==> config.mk <==
export PLATFORM = sky130hd
export DESIGN_NAME = hazard_stall_ctrl_flat
export DESIGN_NICKNAME = d
export VERILOG_FILES = /design/src/rtl/hazard_stall_ctrl_if.sv /design/src/rtl/hazard_stall_ctrl.sv /design/src/flat_wrapper.sv
export SDC_FILE = /design/constraint.sdc
export NUM_CORES = 1
export LEC_CHECK = 0
export BUFFER_PORTS_ARGS = -buffer_cell sky130_fd_sc_hd__buf_2
export CORE_ASPECT_RATIO = 0.75
export CORE_MARGIN = 1
export CORE_UTILIZATION = 39
export CTS_BUF_LIST = sky130_fd_sc_hd__clkbuf_16
export CTS_CLUSTER_SIZE = 16
export DETAILED_ROUTE_END_ITERATION = 6
export PLACE_DENSITY = 0.86
export SYNTH_ARGS = -nofsm -noshare
export SYNTH_HDL_FRONTEND = slang
export SYNTH_SLANG_ARGS = --single-unit
==> constraint.sdc <==
create_clock -name clk -period 4.6 [get_ports clk]
set_input_delay 0.69 -clock clk [delete_from_list [all_inputs] [get_ports clk]]
set_output_delay 0.69 -clock clk [all_outputs]
set_load 0.02 [all_outputs]
==> src/rtl/hazard_stall_ctrl_if.sv <==
// rtl/hazard_stall_ctrl_if.sv - pipeline-side decode/EX status in, PC and pipe-register enables out
interface hazard_stall_ctrl_if #(
  parameter int CNT_W = 32
);
  logic [6:0]       id_opcode;
  logic [4:0]       id_rs1;
  logic [4:0]       id_rs2;
  logic [4:0]       ex_rd;
  logic             ex_memread;
  logic             ex_mac;
  logic             ex_redirect;
  logic             pc_write;
  logic             ifid_write;
  logic             ifid_flush;
  logic             idex_bubble;
  logic             idex_hold;
  logic             exmem_bubble;
  logic             mac_busy;
  logic [CNT_W-1:0] stall_cycles;
  logic [CNT_W-1:0] redirect_count;

  modport master (
    output id_opcode, id_rs1, id_rs2, ex_rd, ex_memread, ex_mac, ex_redirect,
    input  pc_write, ifid_write, ifid_flush, idex_bubble, idex_hold, exmem_bubble,
    input  mac_busy, stall_cycles, redirect_count
  );

  modport slave (
    input  id_opcode, id_rs1, id_rs2, ex_rd, ex_memread, ex_mac, ex_redirect,
    output pc_write, ifid_write, ifid_flush, idex_bubble, idex_hold, exmem_bubble,
    output mac_busy, stall_cycles, redirect_count
  );
endinterface

==> src/rtl/hazard_stall_ctrl.sv <==
// rtl/hazard_stall_ctrl.sv - load-use/redirect/MAC stall sequencer for the 5-stage core
// Define PERF_CNT_EN to add saturating stall and redirect counters.
module hazard_stall_ctrl #(
  parameter int MAC_LAT = 3,
  parameter int CNT_W   = 32
) (
  input  logic                 clk,
  input  logic                 reset,
  hazard_stall_ctrl_if.slave   bus
);
  localparam logic [0:0] RUN      = 1'b0;
  localparam logic [0:0] MAC_BUSY = 1'b1;

  localparam logic [6:0] OP_LUI   = 7'b0110111;
  localparam logic [6:0] OP_AUIPC = 7'b0010111;
  localparam logic [6:0] OP_JAL   = 7'b1101111;
  localparam logic [6:0] OP_RCC   = 7'b0110011;
  localparam logic [6:0] OP_SCC   = 7'b0100011;
  localparam logic [6:0] OP_BCC   = 7'b1100011;
  localparam logic [6:0] OP_MAC   = 7'b1111111;

  localparam logic       MAC_MULTI    = (MAC_LAT > 1);
  localparam logic [3:0] MAC_CNT_INIT = 4'(MAC_LAT - 1);

  logic [0:0] state;
  logic [3:0] cnt;
  logic       uses_rs1;
  logic       uses_rs2;
  logic       load_use;
  logic       mac_stall;
  logic       mac_start;

  always_comb begin
    uses_rs1 = !(bus.id_opcode inside {OP_LUI, OP_AUIPC, OP_JAL});
    uses_rs2 = bus.id_opcode inside {OP_RCC, OP_SCC, OP_BCC, OP_MAC};
    load_use = bus.ex_memread && (bus.ex_rd != 5'd0) &&
               ((uses_rs1 && (bus.ex_rd == bus.id_rs1)) ||
                (uses_rs2 && (bus.ex_rd == bus.id_rs2)));
  end

  // The release cycle (cnt==1) ignores ex_mac: the finishing MAC is still in EX.
  assign mac_start = (state == RUN) && bus.ex_mac && MAC_MULTI;
  assign mac_stall = mac_start || ((state == MAC_BUSY) && (cnt > 4'd1));

  always_comb begin
    bus.pc_write     = 1'b1;
    bus.ifid_write   = 1'b1;
    bus.ifid_flush   = 1'b0;
    bus.idex_bubble  = 1'b0;
    bus.idex_hold    = 1'b0;
    bus.exmem_bubble = 1'b0;
    bus.mac_busy     = (state == MAC_BUSY);
    if (!reset) begin
      bus.pc_write     = 1'b0;
      bus.ifid_write   = 1'b0;
      bus.ifid_flush   = 1'b1;
      bus.idex_bubble  = 1'b1;
      bus.exmem_bubble = 1'b1;
      bus.mac_busy     = 1'b0;
    end else if (mac_stall) begin
      bus.pc_write     = 1'b0;
      bus.ifid_write   = 1'b0;
      bus.idex_hold    = 1'b1;
      bus.exmem_bubble = 1'b1;
    end else if (bus.ex_redirect) begin
      bus.ifid_flush   = 1'b1;
      bus.idex_bubble  = 1'b1;
    end else if (load_use) begin
      bus.pc_write     = 1'b0;
      bus.ifid_write   = 1'b0;
      bus.idex_bubble  = 1'b1;
    end
  end

  always_ff @(posedge clk or negedge reset) begin
    if (!reset) begin
      state <= RUN;
      cnt   <= 4'd0;
    end else if (mac_start) begin
      state <= MAC_BUSY;
      cnt   <= MAC_CNT_INIT;
    end else if (state == MAC_BUSY) begin
      if (cnt > 4'd1) begin
        cnt <= cnt - 4'd1;
      end else begin
        state <= RUN;
        cnt   <= 4'd0;
      end
    end
  end

`ifdef PERF_CNT_EN
  logic [CNT_W-1:0] stall_q;
  logic [CNT_W-1:0] redirect_q;
  logic             redirect_acc;

  assign redirect_acc = bus.ex_redirect && !mac_stall;

  always_ff @(posedge clk or negedge reset) begin
    if (!reset) begin
      stall_q    <= '0;
      redirect_q <= '0;
    end else begin
      if (!bus.pc_write && (stall_q != '1))
        stall_q <= stall_q + 1'b1;
      if (redirect_acc && (redirect_q != '1))
        redirect_q <= redirect_q + 1'b1;
    end
  end

  assign bus.stall_cycles   = stall_q;
  assign bus.redirect_count = redirect_q;
`else
  assign bus.stall_cycles   = '0;
  assign bus.redirect_count = '0;
`endif
endmodule

==> src/flat_wrapper.sv <==
// flat-port wrapper written by rule: the top's interface ports become plain ports
module hazard_stall_ctrl_flat 
#(
  parameter int MAC_LAT = 3,
  parameter int CNT_W   = 32
)
  (clk, reset, bus_id_opcode, bus_id_rs1, bus_id_rs2, bus_ex_rd, bus_ex_memread, bus_ex_mac, bus_ex_redirect, bus_pc_write, bus_ifid_write, bus_ifid_flush, bus_idex_bubble, bus_idex_hold, bus_exmem_bubble, bus_mac_busy, bus_stall_cycles, bus_redirect_count);
  hazard_stall_ctrl_if #(.CNT_W(CNT_W)) bus_i ();
  input  logic clk;
  input  logic reset;
  input wire logic [$bits(bus_i.id_opcode)-1:0] bus_id_opcode;
  input wire logic [$bits(bus_i.id_rs1)-1:0] bus_id_rs1;
  input wire logic [$bits(bus_i.id_rs2)-1:0] bus_id_rs2;
  input wire logic [$bits(bus_i.ex_rd)-1:0] bus_ex_rd;
  input wire logic [$bits(bus_i.ex_memread)-1:0] bus_ex_memread;
  input wire logic [$bits(bus_i.ex_mac)-1:0] bus_ex_mac;
  input wire logic [$bits(bus_i.ex_redirect)-1:0] bus_ex_redirect;
  output wire logic [$bits(bus_i.pc_write)-1:0] bus_pc_write;
  output wire logic [$bits(bus_i.ifid_write)-1:0] bus_ifid_write;
  output wire logic [$bits(bus_i.ifid_flush)-1:0] bus_ifid_flush;
  output wire logic [$bits(bus_i.idex_bubble)-1:0] bus_idex_bubble;
  output wire logic [$bits(bus_i.idex_hold)-1:0] bus_idex_hold;
  output wire logic [$bits(bus_i.exmem_bubble)-1:0] bus_exmem_bubble;
  output wire logic [$bits(bus_i.mac_busy)-1:0] bus_mac_busy;
  output wire logic [$bits(bus_i.stall_cycles)-1:0] bus_stall_cycles;
  output wire logic [$bits(bus_i.redirect_count)-1:0] bus_redirect_count;
  assign bus_i.id_opcode = bus_id_opcode;
  assign bus_i.id_rs1 = bus_id_rs1;
  assign bus_i.id_rs2 = bus_id_rs2;
  assign bus_i.ex_rd = bus_ex_rd;
  assign bus_i.ex_memread = bus_ex_memread;
  assign bus_i.ex_mac = bus_ex_mac;
  assign bus_i.ex_redirect = bus_ex_redirect;
  assign bus_pc_write = bus_i.pc_write;
  assign bus_ifid_write = bus_i.ifid_write;
  assign bus_ifid_flush = bus_i.ifid_flush;
  assign bus_idex_bubble = bus_i.idex_bubble;
  assign bus_idex_hold = bus_i.idex_hold;
  assign bus_exmem_bubble = bus_i.exmem_bubble;
  assign bus_mac_busy = bus_i.mac_busy;
  assign bus_stall_cycles = bus_i.stall_cycles;
  assign bus_redirect_count = bus_i.redirect_count;
  hazard_stall_ctrl #(.MAC_LAT(MAC_LAT), .CNT_W(CNT_W)) u_core (.clk(clk), .reset(reset), .bus(bus_i));
endmodule
==> impl_metrics.json, run 1 <==
{
  "status": "completed",
  "netlist_area_um2": 1005,
  "antenna_found_initial": 0,
  "coreArea_um2": 2365,
  "critPathMaxFanout": 3,
  "arrival_ns": 1.99,
  "ctsHoldBuffers": 0,
  "rr_worst_depth": 6,
  "gp_congestion": 0.7978,
  "fin_skew_ns": 0.001507,
  "htreeDepth": 1,
  "hpwl_um": 1478,
  "drtIter0Drc": 24,
  "ff_latch_area_um2": 125.1,
  "ios": 98,
  "vias_per_cell": 3.802,
  "grt_usage_pct": 12.42,
  "ys.flop_type": "dfrtp_1",
  "worst-r2r-setup-slack_ns": 3.00,
  "vias": 749,
  "p_leak_nw": 0.5938,
  "die_area_um2": 2785,
  "maxCapViolCount": 0,
  "yosysUniqueCellTypes": 30,
  "setup_tns_ns": 0,
  "nFillCells": 249,
  "rsz0062_at_grt": "no",
  "hold_viol": 0,
  "start_util_pct": 42.49,
  "whs_ns": 0.2999,
  "reg2reg_from": "u_core.cnt[0]",
  "nets": 193,
  "drcViolationCount": 0,
  "fmax_mhz": 373.1,
  "p_total_mw": 0.4704,
  "cp_common_cell": "buf_2",
  "portBuffers": 33,
  "rows": 15,
  "fin_crit_ns": 2.680,
  "rr_endpoint": "u_core.cnt[3]",
  "multi_input_area_um2": 609.3,
  "holdCritPathClass": "in2async",
  "grt_pass1_wl_um": 2435,
  "ir_drop_v": 0.0001322,
  "die_x_um": 60.61,
  "startpoint_type": "input port",
  "crit_chain": "buf_2 -> or4_4 -> o21ai_2 -> nand4b_1 -> o311a_1 -> buf_2",
  "yosysWarnings": 0,
  "drv_slew": 0,
  "cts_buffers": 3,
  "placed_area_um2": 960.9,
  "grt_pass1_vias": 554,
  "ys_seq_area_share_pct": 12.45,
  "totalWireLength_um": 1697,
  "post-cts-setup-buffers": 0,
  "synth_edf_count": 0,
  "synthArstFlopShare_pct": 100.0,
  "min_period_over_period_pct": 58.26,
  "ctsResizeCount": 0,
  "clkTransAtPathRegs_ns": 0.03,
  "cts_buffer_depth": 2,
  "end_kind": "output pin",
  "synth-seq-cells": 5,
  "drtAntennaViolNets": 0,
  "setup_viol": 0,
  "worst_path_max_delay_cell": "or4_4",
  "antenna_cells": 0,
  "required_ns": 3.91,
  "synth_cells": 128,
  "root_buffer": "clkbuf_16",
  "wire_per_inst_um": 8.614,
  "clkSinkCount": 5,
  "first_pass_iters": 4,
  "cellPowerDensity_nw_per_um2": 452.4,
  "clk-insertion-delay-late_ns": 0.23,
  "cts_tree": "done",
  "path_class": "in2out",
  "drive_above_1_share_pct": 23.93,
  "slowest_delay_ns": 0.53,
  "final_cell_area_um2": 1040,
  "syn_area_per_cell_um2": 7.849,
  "overflow": 0,
  "grt_max_degree": 11,
  "die_y_um": 45.96,
  "area_delta_synth_final_pct": 3.487
}
[synthesized netlist by cell type, types with 3 or more instances]
library cell / instances / share of area (%)
nor3_1: 3 / 1.5
dfrtp_1: 5 / 12
xor2_1: 8 / 7.0
nor2_1: 6 / 2.2
o22ai_1: 3 / 1.9
inv_1: 5 / 1.9
buf_4: 65 / 49
[cell usage in the layout (no fill, tap or decap), types with 2 or more instances in the layout]
cell / Yosys / layout
nor3_1: 3 / 3
nand2b_1: 2 / 2
inv_1: 5 / 6
nand3_1: 2 / 2
conb_1: 1 / 64
clkbuf_16: 0 / 3
nand2_1: 2 / 2
xor2_1: 8 / 8
and2_1: 2 / 2
dfrtp_1: 5 / 5
nand4_1: 2 / 2
a31oi_1: 2 / 2
buf_2: 0 / 33
nor2_1: 6 / 6
o2bb2ai_1: 2 / 2
ha_1: 2 / 2
o22ai_1: 3 / 3
xnor2_1: 2 / 2
o21ai_0: 2 / 2
[registers in the layout, indices dropped and copies added (netlist names)]
name and count:
u_core.cnt 4, u_core.state 1
[report_power, final]
part / switching, mW / internal [mW] / total, mW / leakage, nW
registers: 0.0198 / 0.0644 / 0.0842 / 0.0617
clock network: 0.0264 / 0.112 / 0.139 / 0.0423
logic: 0.164 / 0.0838 / 0.247 / 0.490
total: 0.210 / 0.261 / 0.470 / 0.594
[routing by layer]
metal  up-vias  part of all wire, %  track usage [%]  routed length, um
li1        367                    -                -                  -
met1       336                   39            13.05                667
met2        44                   52            23.30                890
met3         2                  7.2            3.409                122
met4         0                  1.0            5.455                 17
met5         -                    0                0                  0
[stage by stage]
stage	cells	setup WS [ns]	utilization [%]
floorplan	191	1.964	-
global placement	193	1.944	40.63
detailed placement	193	1.919	40.63
CTS	197	1.916	43.97
global route	197	1.870	43.97
finish	197	1.920	43.97
[cell families (layout without fill, tap and decap cells)]
logic type,after synthesis,after routing,synth area share (%)
AOI/OAI and AO/OA,15,15,11.33
xor gates and xnor gates,10,10,8.718
adders and majority gates,2,2,2.490
buffers and inverters,70,42,50.44
DFF,5,5,12.45
other,1,64,0.3732
and+or+nand+nor,25,25,14.20
[worst max path at each step]
stage / slack (ns) / endpoint / from / cells after the start
after global routing: 1.87 / bus_pc_write / bus_ex_rd[0] / 6
after global placement: 1.94 / bus_pc_write / bus_ex_rd[0] / 6
after detailed placement: 1.92 / bus_ifid_write / bus_ex_rd[0] / 6
after CTS: 1.92 / bus_ifid_write / bus_ex_rd[0] / 6
after floorplan: 1.96 / bus_pc_write / bus_ex_rd[0] / 5
final: 1.92 / bus_ifid_write / bus_ex_rd[0] / 6
[worst max-delay path: cells and delay by family]
family	cells	cell delay, ns
compound gates	2	0.35
buf+inv	2	0.30
simple gates	2	0.66
[cell type report]
type / count / share of cell area [%]
tap: 34 / 4.091
inverter: 5 / 1.805
timing repair buffer: 33 / 15.88
clock buffer: 3 / 7.220
sequential: 5 / 12.03
clock inverter: 1 / 0.3610
multi-input combinational: 116 / 58.60
(Power assumes the default switching activity.)
==> inputs of run 2 (changes only) <==
--- a/config.mk
+++ b/config.mk
@@ -8,11 +8,11 @@
 export BUFFER_PORTS_ARGS = -buffer_cell sky130_fd_sc_hd__buf_2
 export CORE_ASPECT_RATIO = 0.75
 export CORE_MARGIN = 1
-export CORE_UTILIZATION = 39
+export CORE_UTILIZATION = 33
 export CTS_BUF_LIST = sky130_fd_sc_hd__clkbuf_16
 export CTS_CLUSTER_SIZE = 16
 export DETAILED_ROUTE_END_ITERATION = 6
-export PLACE_DENSITY = 0.86
+export PLACE_DENSITY = 0.77
 export SYNTH_ARGS = -nofsm -noshare
 export SYNTH_HDL_FRONTEND = slang
 export SYNTH_SLANG_ARGS = --single-unit
==> constraint.sdc (replaced) <==
create_clock -name clk -period 2.2 [get_ports clk]
set_input_delay 0.33 -clock clk [delete_from_list [all_inputs] [get_ports clk]]
set_output_delay 0.33 -clock clk [all_outputs]
set_load 0.02 [all_outputs]
==> run 2 against run 1 <==
  * Final area is 3.9% higher
  * Critical path depth up 1
  * Power increased by 120%
  * Sequential share of layout area fell by 0.45 points
  * Combinational power up 130%
  * Count of clock-buffer cells in the layout stayed put
  * Via count is 0.27% higher
==> impl_metrics.json, run 2 (same netlist as run 1, synthesis figures left out) <==
{
  "status": "completed",
  "multi_input_area_um2": 626.9,
  "min_period_over_period_pct": 96.24,
  "reg_top3": "u_core.cnt x4, u_core.state x1",
  "grt_pass1_wl_um": 2435,
  "seq_power_share_pct": 17.5,
  "die_x_um": 65.72,
  "largest_reg_flops": 4,
  "cts_tree": "done",
  "arrival_ns": 1.79,
  "first_pass_iters": 4,
  "fin_skew_ns": 0.0008552,
  "drive_above_1_share_pct": 25.45,
  "cts_buffer_depth": 2,
  "required_ns": 1.87,
  "dp_cells": 195,
  "top_register": "u_core.cnt",
  "ir_drop_v": 0.0004571,
  "startpoint_type": "flip-flop",
  "pwr-share-clk_pct": 28.3,
  "hpwl_um": 1467,
  "p_comb_share_pct": 54.2,
  "drv_slew": 0,
  "clkSinkCount": 5,
  "antenna_found_initial": 0,
  "fin_crit_ns": 2.117,
  "wire_per_inst_um": 8.642,
  "portBuffers": 33,
  "maxCapViolCount": 0,
  "sw_frac_of_total_pct": 44.00,
  "grt_max_degree": 11,
  "drcViolationCount": 0,
  "start_util_pct": 36.63,
  "nFillCells": 302,
  "cts_buffers": 3,
  "grt_usage_pct": 9.860,
  "htreeDepth": 1,
  "fin_util_pct": 39.37,
  "drtAntennaViolNets": 0,
  "die_y_um": 49.79,
  "vias_per_cell": 3.736,
  "p_sw_mw": 0.4592,
  "rows": 16,
  "fmax_mhz": 472.3,
  "p_leak_nw": 0.6065,
  "ff_latch_area_um2": 125.1,
  "nets": 195,
  "coreArea_um2": 2743,
  "gp_congestion": 0.7554,
  "overflow": 0,
  "cellPowerDensity_nw_per_um2": 966.4,
  "drtIter0Drc": 9,
  "area_delta_synth_final_pct": 7.472,
  "cellInternalPower_mw": 0.5843,
  "root_buffer": "clkbuf_16",
  "grt_pass1_vias": 547,
  "hold_viol": 0,
  "layout_common_cells": "conb_1 (64), buf_2 (32), xor2_1 (8)",
  "antenna_cells": 0,
  "post_layout_nonfiller_instances": 201,
  "path_class": "reg2out",
  "holdCritPathClass": "in2reg",
  "clkTransAtPathRegs_ns": 0.03,
  "die_area_um2": 3272,
  "p_total_mw": 1.044,
  "ios": 98,
  "clk-insertion-delay-late_ns": 0.23,
  "end_kind": "output pin",
  "setup_viol": 0,
  "layout_commonest_cell": "conb_1",
  "critPathMaxFanout": 5,
  "totalWireLength_um": 1737,
  "setup_tns_ns": 0,
  "vias": 751
}
[run 2: critical path, cell delays in order, from the launching register on]
cell     delay (ns)
dfrtp_1        0.39
inv_1          0.06
ha_1           0.23
or2_4          0.28
a31oi_4        0.22
a22o_1         0.17
a31oi_1        0.04
buf_4          0.16
[run 2: worst paths after layout]
path | startpoint | to | slack (ns) | cells past startpoint
setup / recovery | u_core.cnt[0] | bus_idex_bubble | 0.08 | 7
hold / removal | bus_ex_mac | u_core.cnt[1] | 0.45 | 3
setup reg to reg | u_core.cnt[0] | u_core.cnt[3] | 0.65 | 6
hold reg to reg | u_core.cnt[3] | u_core.cnt[3] | 0.52 | 1
max in group asynchronous | reset | u_core.cnt[0] | 1.56 | 2
min in group asynchronous | reset | u_core.cnt[3] | 0.48 | 2
[run 2: per-layer routing]
layer  vias to the layer above  global-route usage [%]  wire length (um)
li1                        374                       -                 -
met4                         0                   4.348                16
met5                         -                       0                 0
met3                         2                   2.083               110
met1                       334                   12.83               737
met2                        41                   15.48               872
[run 2: final cells by class]
class                      count  share of cell area (%)
tap                           36                   4.171
clock inverter                 1                  0.3476
multi-input combinational    116                   58.05
clock buffer                   3                   6.952
inverter                       5                   1.738
sequential                     5                   11.59
timing repair buffer          35                   17.15
[run 2: power by group through the flow]
stage	Clock [mW]	Sequential, mW	Combinational, mW
after global placement	0	0.177	0.491
after floorplan	0	0.166	0.478
after detailed placement	0	0.178	0.498
after CTS	0.300	0.178	0.511
after global routing	0.310	0.187	0.612
final	0.295	0.183	0.566
[run 2: stage by stage]
step	worst slack [ns]	cell area (um^2)	hold WS, ns
6_report	0.08270	1080	0.4458
5_1_grt	-0.003707	1080	0.4688
3_3_place_gp	0.1745	963.4	0.1783
3_5_place_dp	0.1813	963.4	0.1827
2_1_floorplan	0.2696	1241	0.03441
4_1_cts	0.01989	1059	0.4447
[run 2: repair_timing]
| action | 4_1_cts | 5_1_grt |
|---|---|---|
| pin swaps | 0 | 1 |
| buffers inserted | 0 | 1 |
| hold buffers | 1 | 0 |
| endpoints found under the setup margin | 3 | 5 |
| hold endpoints to repair | 5 | 0 |
| gates resized for setup | 1 | 3 |
==> inputs of run 3 (changes only) <==
--- a/config.mk
+++ b/config.mk
@@ -5,14 +5,15 @@
 export SDC_FILE = /design/constraint.sdc
 export NUM_CORES = 1
 export LEC_CHECK = 0
-export BUFFER_PORTS_ARGS = -buffer_cell sky130_fd_sc_hd__buf_2
+export CAP_MARGIN = 20
 export CORE_ASPECT_RATIO = 0.75
 export CORE_MARGIN = 1
-export CORE_UTILIZATION = 33
+export CORE_UTILIZATION = 55
 export CTS_BUF_LIST = sky130_fd_sc_hd__clkbuf_16
 export CTS_CLUSTER_SIZE = 16
 export DETAILED_ROUTE_END_ITERATION = 6
-export PLACE_DENSITY = 0.77
+export DONT_BUFFER_PORTS = 1
+export PLACE_DENSITY = 0.73
 export SYNTH_ARGS = -nofsm -noshare
 export SYNTH_HDL_FRONTEND = slang
 export SYNTH_SLANG_ARGS = --single-unit
==> run 3 against run 2 <==
  * Flip-flop and latch count unchanged
  * Critical path depth stayed put
  * Sequential power hardly changed
  * Sequential share of layout area grew 2.4 points
  * Clock power is essentially flat
  * Clock skew grew 0.0014 ns
  * Critical endpoint unchanged
  * Largest power group unchanged
  * Highest routed layer is now met3
==> impl_metrics.json, run 3 (same netlist as run 1, synthesis figures left out) <==
{
  "coreArea_um2": 1592,
  "maxCapViolCount": 0,
  "die_x_um": 51.35,
  "maxUsedRoutingLayer": "met3",
  "totalWireLength_um": 1522,
  "dp_worst_setup_slack_ns": 0.1630,
  "rsz0062_at_grt": "no",
  "arrival_ns": 1.79,
  "antenna_cells": 0,
  "end_kind": "output pin",
  "die_area_um2": 2003,
  "gp_congestion": 0.7401,
  "cellPowerDensity_nw_per_um2": 1086,
  "drv_slew": 0,
  "ir_drop_v": 0.0005730,
  "fin_skew_ns": 0.002216,
  "top_register": "u_core.cnt",
  "wire_per_inst_um": 9.948,
  "p_total_mw": 0.9716,
  "critPathMaxFanout": 5,
  "hold_viol": 0,
  "clkSinkCount": 5,
  "grt_usage_pct": 15.13,
  "cts_tree": "done",
  "drcViolationCount": 0,
  "ios": 98,
  "holdCritPathClass": "in2reg",
  "htreeDepth": 1,
  "vias_per_cell": 4.294,
  "p_leak_nw": 0.4739,
  "start_util_pct": 63.13,
  "antenna_found_initial": 0,
  "drtIter0Drc": 16,
  "min_period_over_period_pct": 96.53,
  "grt_max_degree": 8,
  "reg_top3": "u_core.cnt x4, u_core.state x1",
  "fmax_mhz": 470.9,
  "first_pass_iters": 4,
  "setup_tns_ns": 0,
  "largest_reg_flops": 4,
  "die_y_um": 39.02,
  "root_buffer": "clkbuf_16",
  "layout_common_cells": "conb_1 (64), xor2_1 (8), inv_1 (6), nor2_1 (6), dfrtp_1 (5)",
  "wl_met2_um": 756,
  "drtAntennaViolNets": 0,
  "fin_crit_ns": 2.124,
  "worst_pin_slew_ns": 0.6708,
  "cts_buffers": 3,
  "nets": 162,
  "clkTransAtPathRegs_ns": 0.03,
  "met3WireLength_um": 177,
  "area_delta_synth_final_pct": -10.96,
  "required_ns": 1.87,
  "drt-met1-wl_um": 588,
  "max-slew-margin-rel_pct": 54.81,
  "status": "completed",
  "clk-insertion-delay-late_ns": 0.23,
  "vias": 657,
  "cts_buffer_depth": 2,
  "layout_commonest_cell": "conb_1",
  "portBuffers": 0,
  "grt_pass1_wl_um": 2139,
  "rows": 12,
  "worst-r2r-setup-slack_ns": 0.64,
  "drive_above_1_share_pct": 7.576,
  "path_class": "reg2out",
  "hpwl_um": 1254,
  "startpoint_type": "flip-flop",
  "overflow": 0,
  "post-cts-setup-buffers": 0,
  "grt_pass1_vias": 498,
  "setup_slack_ns": 0.07634,
  "setup_viol": 0
}
## run 3: worst paths after layout
path,startpoint,end,depth (start not counted)
worst max register to register,u_core.cnt[0],u_core.cnt[2],6
worst min-delay path,bus_ex_mac,u_core.cnt[1],2
min in group asynchronous,reset,u_core.state,1
worst max-delay path,u_core.cnt[0],bus_idex_bubble,7
worst min register to register,u_core.cnt[3],u_core.cnt[3],1
max in group asynchronous,reset,u_core.cnt[0],1
## run 3: critical path, cell delays in order, from the launching register on
cell     delay [ns]
dfrtp_1        0.39
inv_1          0.06
ha_1           0.23
or2_4          0.28
a31oi_4        0.22
a22o_1         0.18
a31oi_1        0.04
buf_4          0.16
## run 3: area by class of cell
class / instances / area [um^2]
fill: 150 / 696.9
multi-input combinational: 116 / 628.1
sequential: 5 / 125.1
clock buffer: 3 / 75.07
tap: 21 / 26.28
inverter: 5 / 18.77
timing repair buffer: 2 / 17.52
clock inverter: 1 / 3.754
## run 3: what timing repair did
item                                    in CTS  in global routing
hold endpoints to repair                     5                  0
hold buffers                                 1                  0
resized for setup                            1                  3
pin swaps                                    0                  1
endpoints found under the setup margin       4                  4
## run 3: per-stage QoR
step                hold WS [ns]  utilization, %  std cells  area [um^2]
floorplan                0.03441               -        191         1241
global placement         0.03457           49.45        148        787.0
detailed placement       0.03458           49.45        148        787.0
CTS                       0.3025           55.42        153        882.1
global route              0.3254           56.21        153        894.6
finish                    0.3037           56.21        153        894.6
## run 3: where the power goes
part	switching, mW	total, mW	internal, mW
combinational	0.328	0.495	0.168
clock	0.0568	0.292	0.235
sequential	0.0499	0.184	0.134
total	0.434	0.972	0.537
## run 3: per-layer routing
layer / global-route usage, % / vias up
met5: 0 / -
met4: 4.054 / 0
met3: 6.667 / 0
met2: 28.29 / 58
met1: 15.70 / 293
li1: - / 306
